### src/rtl/player_speed_pkg.sv
// rtl/player_speed_pkg.sv - shared types, constants and saturating helpers for player_speed_ctrl
//
// Contents:
//   speed_state_t  : 2-bit FSM state (IDLE=0, DRIVE=1, CRASH=2, FINISH=3)
//   SPEED_W        : width of player_speed
//   TURBO_MAX_SPEED: speed ceiling while turbo is compiled in (TURBO_EN)
//   DEF_*          : default step / ceiling / hold constants
//   sat_add/sat_sub: 11-bit saturating arithmetic on speed values
package player_speed_pkg;

  localparam int SPEED_W          = 10;
  localparam int TURBO_MAX_SPEED  = 960;

  localparam int DEF_MAX_SPEED    = 800;
  localparam int DEF_ACCEL_STEP   = 8;
  localparam int DEF_COAST_STEP   = 2;
  localparam int DEF_BRAKE_STEP   = 16;
  localparam int DEF_CRASH_FRAMES = 60;

  typedef enum logic [1:0] {
    IDLE   = 2'd0,
    DRIVE  = 2'd1,
    CRASH  = 2'd2,
    FINISH = 2'd3
  } speed_state_t;

  // One extra bit of headroom so sums cannot wrap before clamping.
  typedef logic [SPEED_W:0]   speed_ext_t;
  typedef logic [SPEED_W-1:0] speed_t;

  function automatic speed_t sat_add(input speed_t v, input speed_ext_t step,
                                     input speed_ext_t lim);
    speed_ext_t sum;
    sum = {1'b0, v} + step;
    if (sum > lim) sum = lim;
    return sum[SPEED_W-1:0];
  endfunction

  function automatic speed_t sat_sub(input speed_t v, input speed_ext_t step);
    speed_ext_t diff;
    if ({1'b0, v} < step) diff = '0;
    else                  diff = {1'b0, v} - step;
    return diff[SPEED_W-1:0];
  endfunction

endpackage

### src/rtl/frame_countdown.sv
// rtl/frame_countdown.sv - loadable per-frame down-counter used for the crash hold
//
// Ports:
//   clk, reset : clock, asynchronous active-high reset (count -> 0)
//   load       : load load_val this cycle (wins over tick)
//   load_val   : value to load
//   tick       : decrement by one (stops at zero)
//   done       : count currently equals 1, i.e. the next tick expires it
module frame_countdown #(
  parameter int W = 6
) (
  input  logic         clk,
  input  logic         reset,
  input  logic         load,
  input  logic [W-1:0] load_val,
  input  logic         tick,
  output logic         done
);

  logic [W-1:0] cnt_q, cnt_d;

  always_comb begin
    cnt_d = cnt_q;
    if (load)                     cnt_d = load_val;
    else if (tick && cnt_q != '0) cnt_d = cnt_q - W'(1);
  end

  always_ff @(posedge clk or posedge reset) begin
    if (reset) cnt_q <= '0;
    else       cnt_q <= cnt_d;
  end

  assign done = (cnt_q == W'(1));

endmodule

### src/rtl/player_speed_ctrl.sv
// rtl/player_speed_ctrl.sv - per-frame player speed profile (accel, coast, brake, crash, finish)
//
// Optional feature macro: TURBO_EN (adds turbo_key, ceiling TURBO_MAX_SPEED).
// Ports:
//   clk, reset    : clock, asynchronous active-high reset
//   startOfFrame  : one-cycle pulse per video frame; all speed steps happen here
//   race_active   : level, race running; low forces IDLE / speed 0
//   gas_key       : accelerate request
//   brake_key     : brake request (beats gas)
//   turbo_key     : (TURBO_EN only) double acceleration with gas
//   crash         : one-cycle collision pulse
//   finish_line   : level, run-down to zero
//   player_speed  : registered current speed
//   speed_state   : registered FSM state encoding
//   crash_active  : registered, high while in CRASH
module player_speed_ctrl
  import player_speed_pkg::*;
#(
  parameter int MAX_SPEED    = DEF_MAX_SPEED,
  parameter int ACCEL_STEP   = DEF_ACCEL_STEP,
  parameter int COAST_STEP   = DEF_COAST_STEP,
  parameter int BRAKE_STEP   = DEF_BRAKE_STEP,
  parameter int CRASH_FRAMES = DEF_CRASH_FRAMES
) (
  input  logic               clk,
  input  logic               reset,
  input  logic               startOfFrame,
  input  logic               race_active,
  input  logic               gas_key,
  input  logic               brake_key,
`ifdef TURBO_EN
  input  logic               turbo_key,
`endif
  input  logic               crash,
  input  logic               finish_line,
  output logic [SPEED_W-1:0] player_speed,
  output logic [1:0]         speed_state,
  output logic               crash_active
);

  localparam int CNT_W = $clog2(CRASH_FRAMES + 1);

  localparam speed_ext_t MAX_C   = speed_ext_t'(MAX_SPEED);
  localparam speed_ext_t TMAX_C  = speed_ext_t'(TURBO_MAX_SPEED);
  localparam speed_ext_t ACCEL_C = speed_ext_t'(ACCEL_STEP);
  localparam speed_ext_t TACC_C  = speed_ext_t'(2 * ACCEL_STEP);
  localparam speed_ext_t COAST_C = speed_ext_t'(COAST_STEP);
  localparam speed_ext_t BRAKE_C = speed_ext_t'(BRAKE_STEP);

  speed_state_t state_q, state_d;
  speed_t       speed_q, speed_d;
  logic         crash_active_q;

  logic             cnt_load, cnt_tick, cnt_done;
  logic [CNT_W-1:0] cnt_val;
  logic             turbo_req;

`ifdef TURBO_EN
  assign turbo_req = turbo_key;
`else
  assign turbo_req = 1'b0;
`endif

  frame_countdown #(.W(CNT_W)) u_crash_hold (
    .clk      (clk),
    .reset    (reset),
    .load     (cnt_load),
    .load_val (cnt_val),
    .tick     (cnt_tick),
    .done     (cnt_done)
  );

  always_comb begin
    state_d  = state_q;
    speed_d  = speed_q;
    cnt_load = 1'b0;
    cnt_val  = CNT_W'(CRASH_FRAMES);
    cnt_tick = 1'b0;

    if (!race_active) begin
      state_d  = IDLE;
      speed_d  = '0;
      // Clear a crash hold abandoned mid-way so the counter is idle again.
      cnt_load = 1'b1;
      cnt_val  = '0;
    end else begin
      unique case (state_q)
        IDLE: begin
          if (startOfFrame) state_d = DRIVE;
        end
        DRIVE: begin
          if (finish_line) begin
            state_d = FINISH;
          end else if (crash) begin
            state_d  = CRASH;
            speed_d  = '0;
            cnt_load = 1'b1;
          end else if (startOfFrame) begin
            if (brake_key)                    speed_d = sat_sub(speed_q, BRAKE_C);
            else if (gas_key && turbo_req)    speed_d = sat_add(speed_q, TACC_C, TMAX_C);
            // Speed left above the normal ceiling by turbo bleeds off even with gas.
            else if (gas_key && {1'b0, speed_q} > MAX_C)
                                              speed_d = sat_sub(speed_q, COAST_C);
            else if (gas_key)                 speed_d = sat_add(speed_q, ACCEL_C, MAX_C);
            else                              speed_d = sat_sub(speed_q, COAST_C);
          end
        end
        CRASH: begin
          speed_d = '0;
          // A fresh crash reloads the hold, even on the frame it would expire.
          if (crash) begin
            cnt_load = 1'b1;
          end else if (startOfFrame) begin
            cnt_tick = 1'b1;
            if (cnt_done) state_d = DRIVE;
          end
        end
        FINISH: begin
          if (startOfFrame) speed_d = sat_sub(speed_q, BRAKE_C);
        end
        default: state_d = IDLE;
      endcase
    end
  end

  always_ff @(posedge clk or posedge reset) begin
    if (reset) begin
      state_q        <= IDLE;
      speed_q        <= '0;
      crash_active_q <= 1'b0;
    end else begin
      state_q        <= state_d;
      speed_q        <= speed_d;
      crash_active_q <= (state_d == CRASH);
    end
  end

  assign player_speed = speed_q;
  assign speed_state  = state_q;
  assign crash_active = crash_active_q;

endmodule

### config.mk
export PLATFORM = sky130hd
export DESIGN_NAME = player_speed_ctrl
export DESIGN_NICKNAME = d
export VERILOG_FILES = /design/src/rtl/player_speed_pkg.sv /design/src/rtl/frame_countdown.sv /design/src/rtl/player_speed_ctrl.sv
export SDC_FILE = /design/constraint.sdc
export NUM_CORES = 1
export LEC_CHECK = 0
export ABC_AREA = 1
export CAP_MARGIN = 20
export CORE_MARGIN = 2
export CORE_UTILIZATION = 55
export DETAILED_ROUTE_END_ITERATION = 8
export HOLD_SLACK_MARGIN = 0.1
export PLACE_DENSITY = 0.76
export SLEW_MARGIN = 20
export SYNTH_ARGS = -nofsm -noshare
export SYNTH_HDL_FRONTEND = slang
export SYNTH_HIERARCHICAL = 1
export SYNTH_SLANG_ARGS = --single-unit
### constraint.sdc
create_clock -name clk -period 2.6 [get_ports clk]
set_clock_uncertainty 0.1 [all_clocks]
set_input_delay 0.39 -clock clk [delete_from_list [all_inputs] [get_ports clk]]
set_output_delay 0.39 -clock clk [all_outputs]
set_load 0.03 [all_outputs]
==> results of run 1 <==
[report_power, final]
part	switching [mW]	internal, mW	leakage, nW	total (mW)
Combinational	0.465	0.260	0.982	0.725
Sequential	0.0599	0.332	0.252	0.392
Clock	0.104	0.107	0.0255	0.211
[metrics by stage]
step	util (%)	worst slack [ps]	power, mW
2_1_floorplan	-	519.8	0.9321
3_3_place_gp	63.98	348.1	1.112
3_5_place_dp	63.98	360.8	1.113
4_1_cts	65.23	345.4	1.327
5_1_grt	65.23	99.45	1.450
6_report	65.23	320.0	1.328
[final timing paths]
check                                      startpoint  slack, ps                     to
worst max register to register        player_speed[4]        320        player_speed[5]
worst min-delay path                            reset        270  u_crash_hold/cnt_q[2]
min in group clk                u_crash_hold/cnt_q[5]        490  u_crash_hold/cnt_q[5]
max in group asynchronous                       reset       1640        player_speed[1]
worst max-delay path                  player_speed[4]        320        player_speed[5]
worst min register to register  u_crash_hold/cnt_q[5]        490  u_crash_hold/cnt_q[5]
[logic make-up after synthesis]
logic type	after synthesis	synth area share [%]
buffers and inverters	55	10.73
adders and majority gates	14	8.299
AOI/OAI and AO/OA	47	12.27
other	1	0.1777
xor gates and xnor gates	8	3.320
and+or+nand+nor	188	42.68
DFF	19	22.53
[layer usage]
layer / routed length [um] / vias up / GRT usage [%] / share of wire [%]
li1: - / 1106 / - / -
met1: 2362 / 974 / 35.97 / 45
met2: 2499 / 63 / 45.71 / 48
met3: 274 / 6 / 2.385 / 5.3
met4: 65 / 0 / 7.653 / 1.2
met5: 0 / - / 0 / 0
[worst reg2reg max path: cells and delay by family (launching register included)]
family        cells  cell delay, ps
buf+inv           4             530
fa+ha+maj         1             260
flops             1             470
simple gates     10             800
[registers in the layout (all words and copies together) (netlist names)]
| signal | count |
|---|---|
| player_speed | 10 |
| crash_active | 1 |
| u_crash_hold/cnt_q | 6 |
| speed_state | 2 |
[cell usage after synthesis, types with 4 or more instances]
cell type  number
nor2_1         26
dfrtp_1        19
inv_1          41
nand3_1        36
o21ai_0        16
xor2_1          8
nor3_1          5
nand2_4         4
ha_1           14
nand2_1        96
nand3_2         6
a21oi_1        13
inv_2           6
o21ai_1         9
[area by class of cell]
class / instances / share of cell area, %
clock buffer: 3 / 1.716
clock inverter: 1 / 0.2080
inverter: 48 / 7.540
multi-input combinational: 259 / 58.71
sequential: 19 / 19.76
tap: 48 / 2.496
timing repair buffer: 24 / 9.568
==> flow_summary.yaml, run 1 <==
routing:
  first_pass_iters: 4
  wl_um: 5201
  drtAntennaViolNets: 0
  drt_iter0_drc: 146
  num_vias: 2149
  wl_per_cell_um: 12.94
  vias_per_cell: 5.346
  drc: 0
grt:
  grt_max_degree: 16
  grt_pass1_vias: 2015
  antenna_found_initial: 0
  grt_use_total_pct: 26.73
  grt-ovfl-total: 0
  grt_pass1_wl_um: 9170
worst_setup_path:
  path_depth: 15
  critPathKind: "reg2reg"
  cp.buffers_inverters: 4
  crit_path_end_kind: "flop"
  cp_max_fo: 8
  crit_slowest_cell: "dfrtp_1"
  worst_setup_path_start_kind: "flop"
  r2r_cells: 15
  critical_path.max_stage_delay_ps: 470
  crit_top_cell: "nand2_1"
  critical_path.top_delay_family: "simple AND/OR/NAND/NOR gates"
  crit_chain: "inv_1, ha_1, inv_1, nor3_4, nand3_2, clkinv_2, nand2_4, nand3_2, nand2_1, inv_1, nand2_1, nand2_1, nand2_1, nand2_1, nand2_1"
  arrival_ps: 2330
  worstPathRequired_ps: 2650
floorplanning:
  die_h_um: 65.95
  die_w_um: 65.95
  dieArea_mm2: 0.004349
  io_pins: 21
  rows: 22
  coreArea_mm2: 0.003689
  start_util_pct: 57.23
logic_synthesis:
  syn_inst: 332
  seq_area_frac_synth_pct: 22.53
  yosys_warnings: 6
  synth_edf_count: 0
  synth_area_leaders: "dfrtp_1 (23%), nand2_1 (17%), nand3_1 (8.5%)"
  netlist-cell-type-count: 34
  synth_top_area_share_pct: 22.53
  ys_async_sr_fraction_pct: 100.0
  ys_seq_elements: 19
  syn_area_mm2: 0.002111
  synth_top_flop_cell: "dfrtp_1"
  avgSynthCellArea_um2: 6.358
  yosys.area.top_type: "dfrtp_1"
clock_network:
  postCtsSetupBuffers: 0
  cts_hold_buf: 0
  cts.sinks: 19
  clock_tree.buffer_depth: 2
  htree_levels: 1
  cts_buffers: 3
  cts.clk_slew.worst_paths_ps: 80
  clkLatencyLatePin_ps: 260
  root_buffer: "clkbuf_8"
  cts_tree: "done"
  cts_resized: 0
place:
  place_congestion: 0.9383
  port_buffers: 20
  dp_hpwl_um: 4081
  placed_area_mm2: 0.002360
  dp_cells: 398
timing:
  whs_ps: 272.9
  final.setup.tns_ps: 0
  grt_setup_unrepaired: "false"
  setup_violations: 0
  relSlewSlack_pct: 64.03
  report.final.hold_viol_count: 0
  period_share_pct: 87.69
  fmax_ghz: 0.4386
  min_period_ps: 2280
  worstMarginPinSlew_ps: 539.0
  drv_slew: 0
power:
  p_leak_nw: 1.260
  power.density_mw_per_mm2: 551.9
  peakVddDrop_mv: 0.3358
cells_and_area:
  stdcell_area_mm2: 0.002406
  layout_common_cells: "nand2_1 (96), inv_1 (41), nand3_1 (36)"
  area.sequential_um2: 475.5
  diodes: 0
  area_growth_pct: 13.99
  multi_input_area_mm2: 0.001413
  layout-drive-gt1-share_pct: 10.45
  fin_cells: 402
  fillers: 371
  mostFrequentLayoutCell: "nand2_1"
  final_nets: 377
status:
  status: "completed"
job:
  cap_viol_max_count: 0
min_path:
  hp-class: "in2async"
Note: power is estimated with default switching activity, not from simulation.
==> inputs of run 2 (changes only) <==
--- a/config.mk
+++ b/config.mk
@@ -17,3 +17,4 @@
 export SYNTH_HDL_FRONTEND = slang
 export SYNTH_HIERARCHICAL = 1
 export SYNTH_SLANG_ARGS = --single-unit
+export TNS_END_PERCENT = 10
==> results of run 2 <==
Final layout, timing and power as in run 1 (identical DEF).
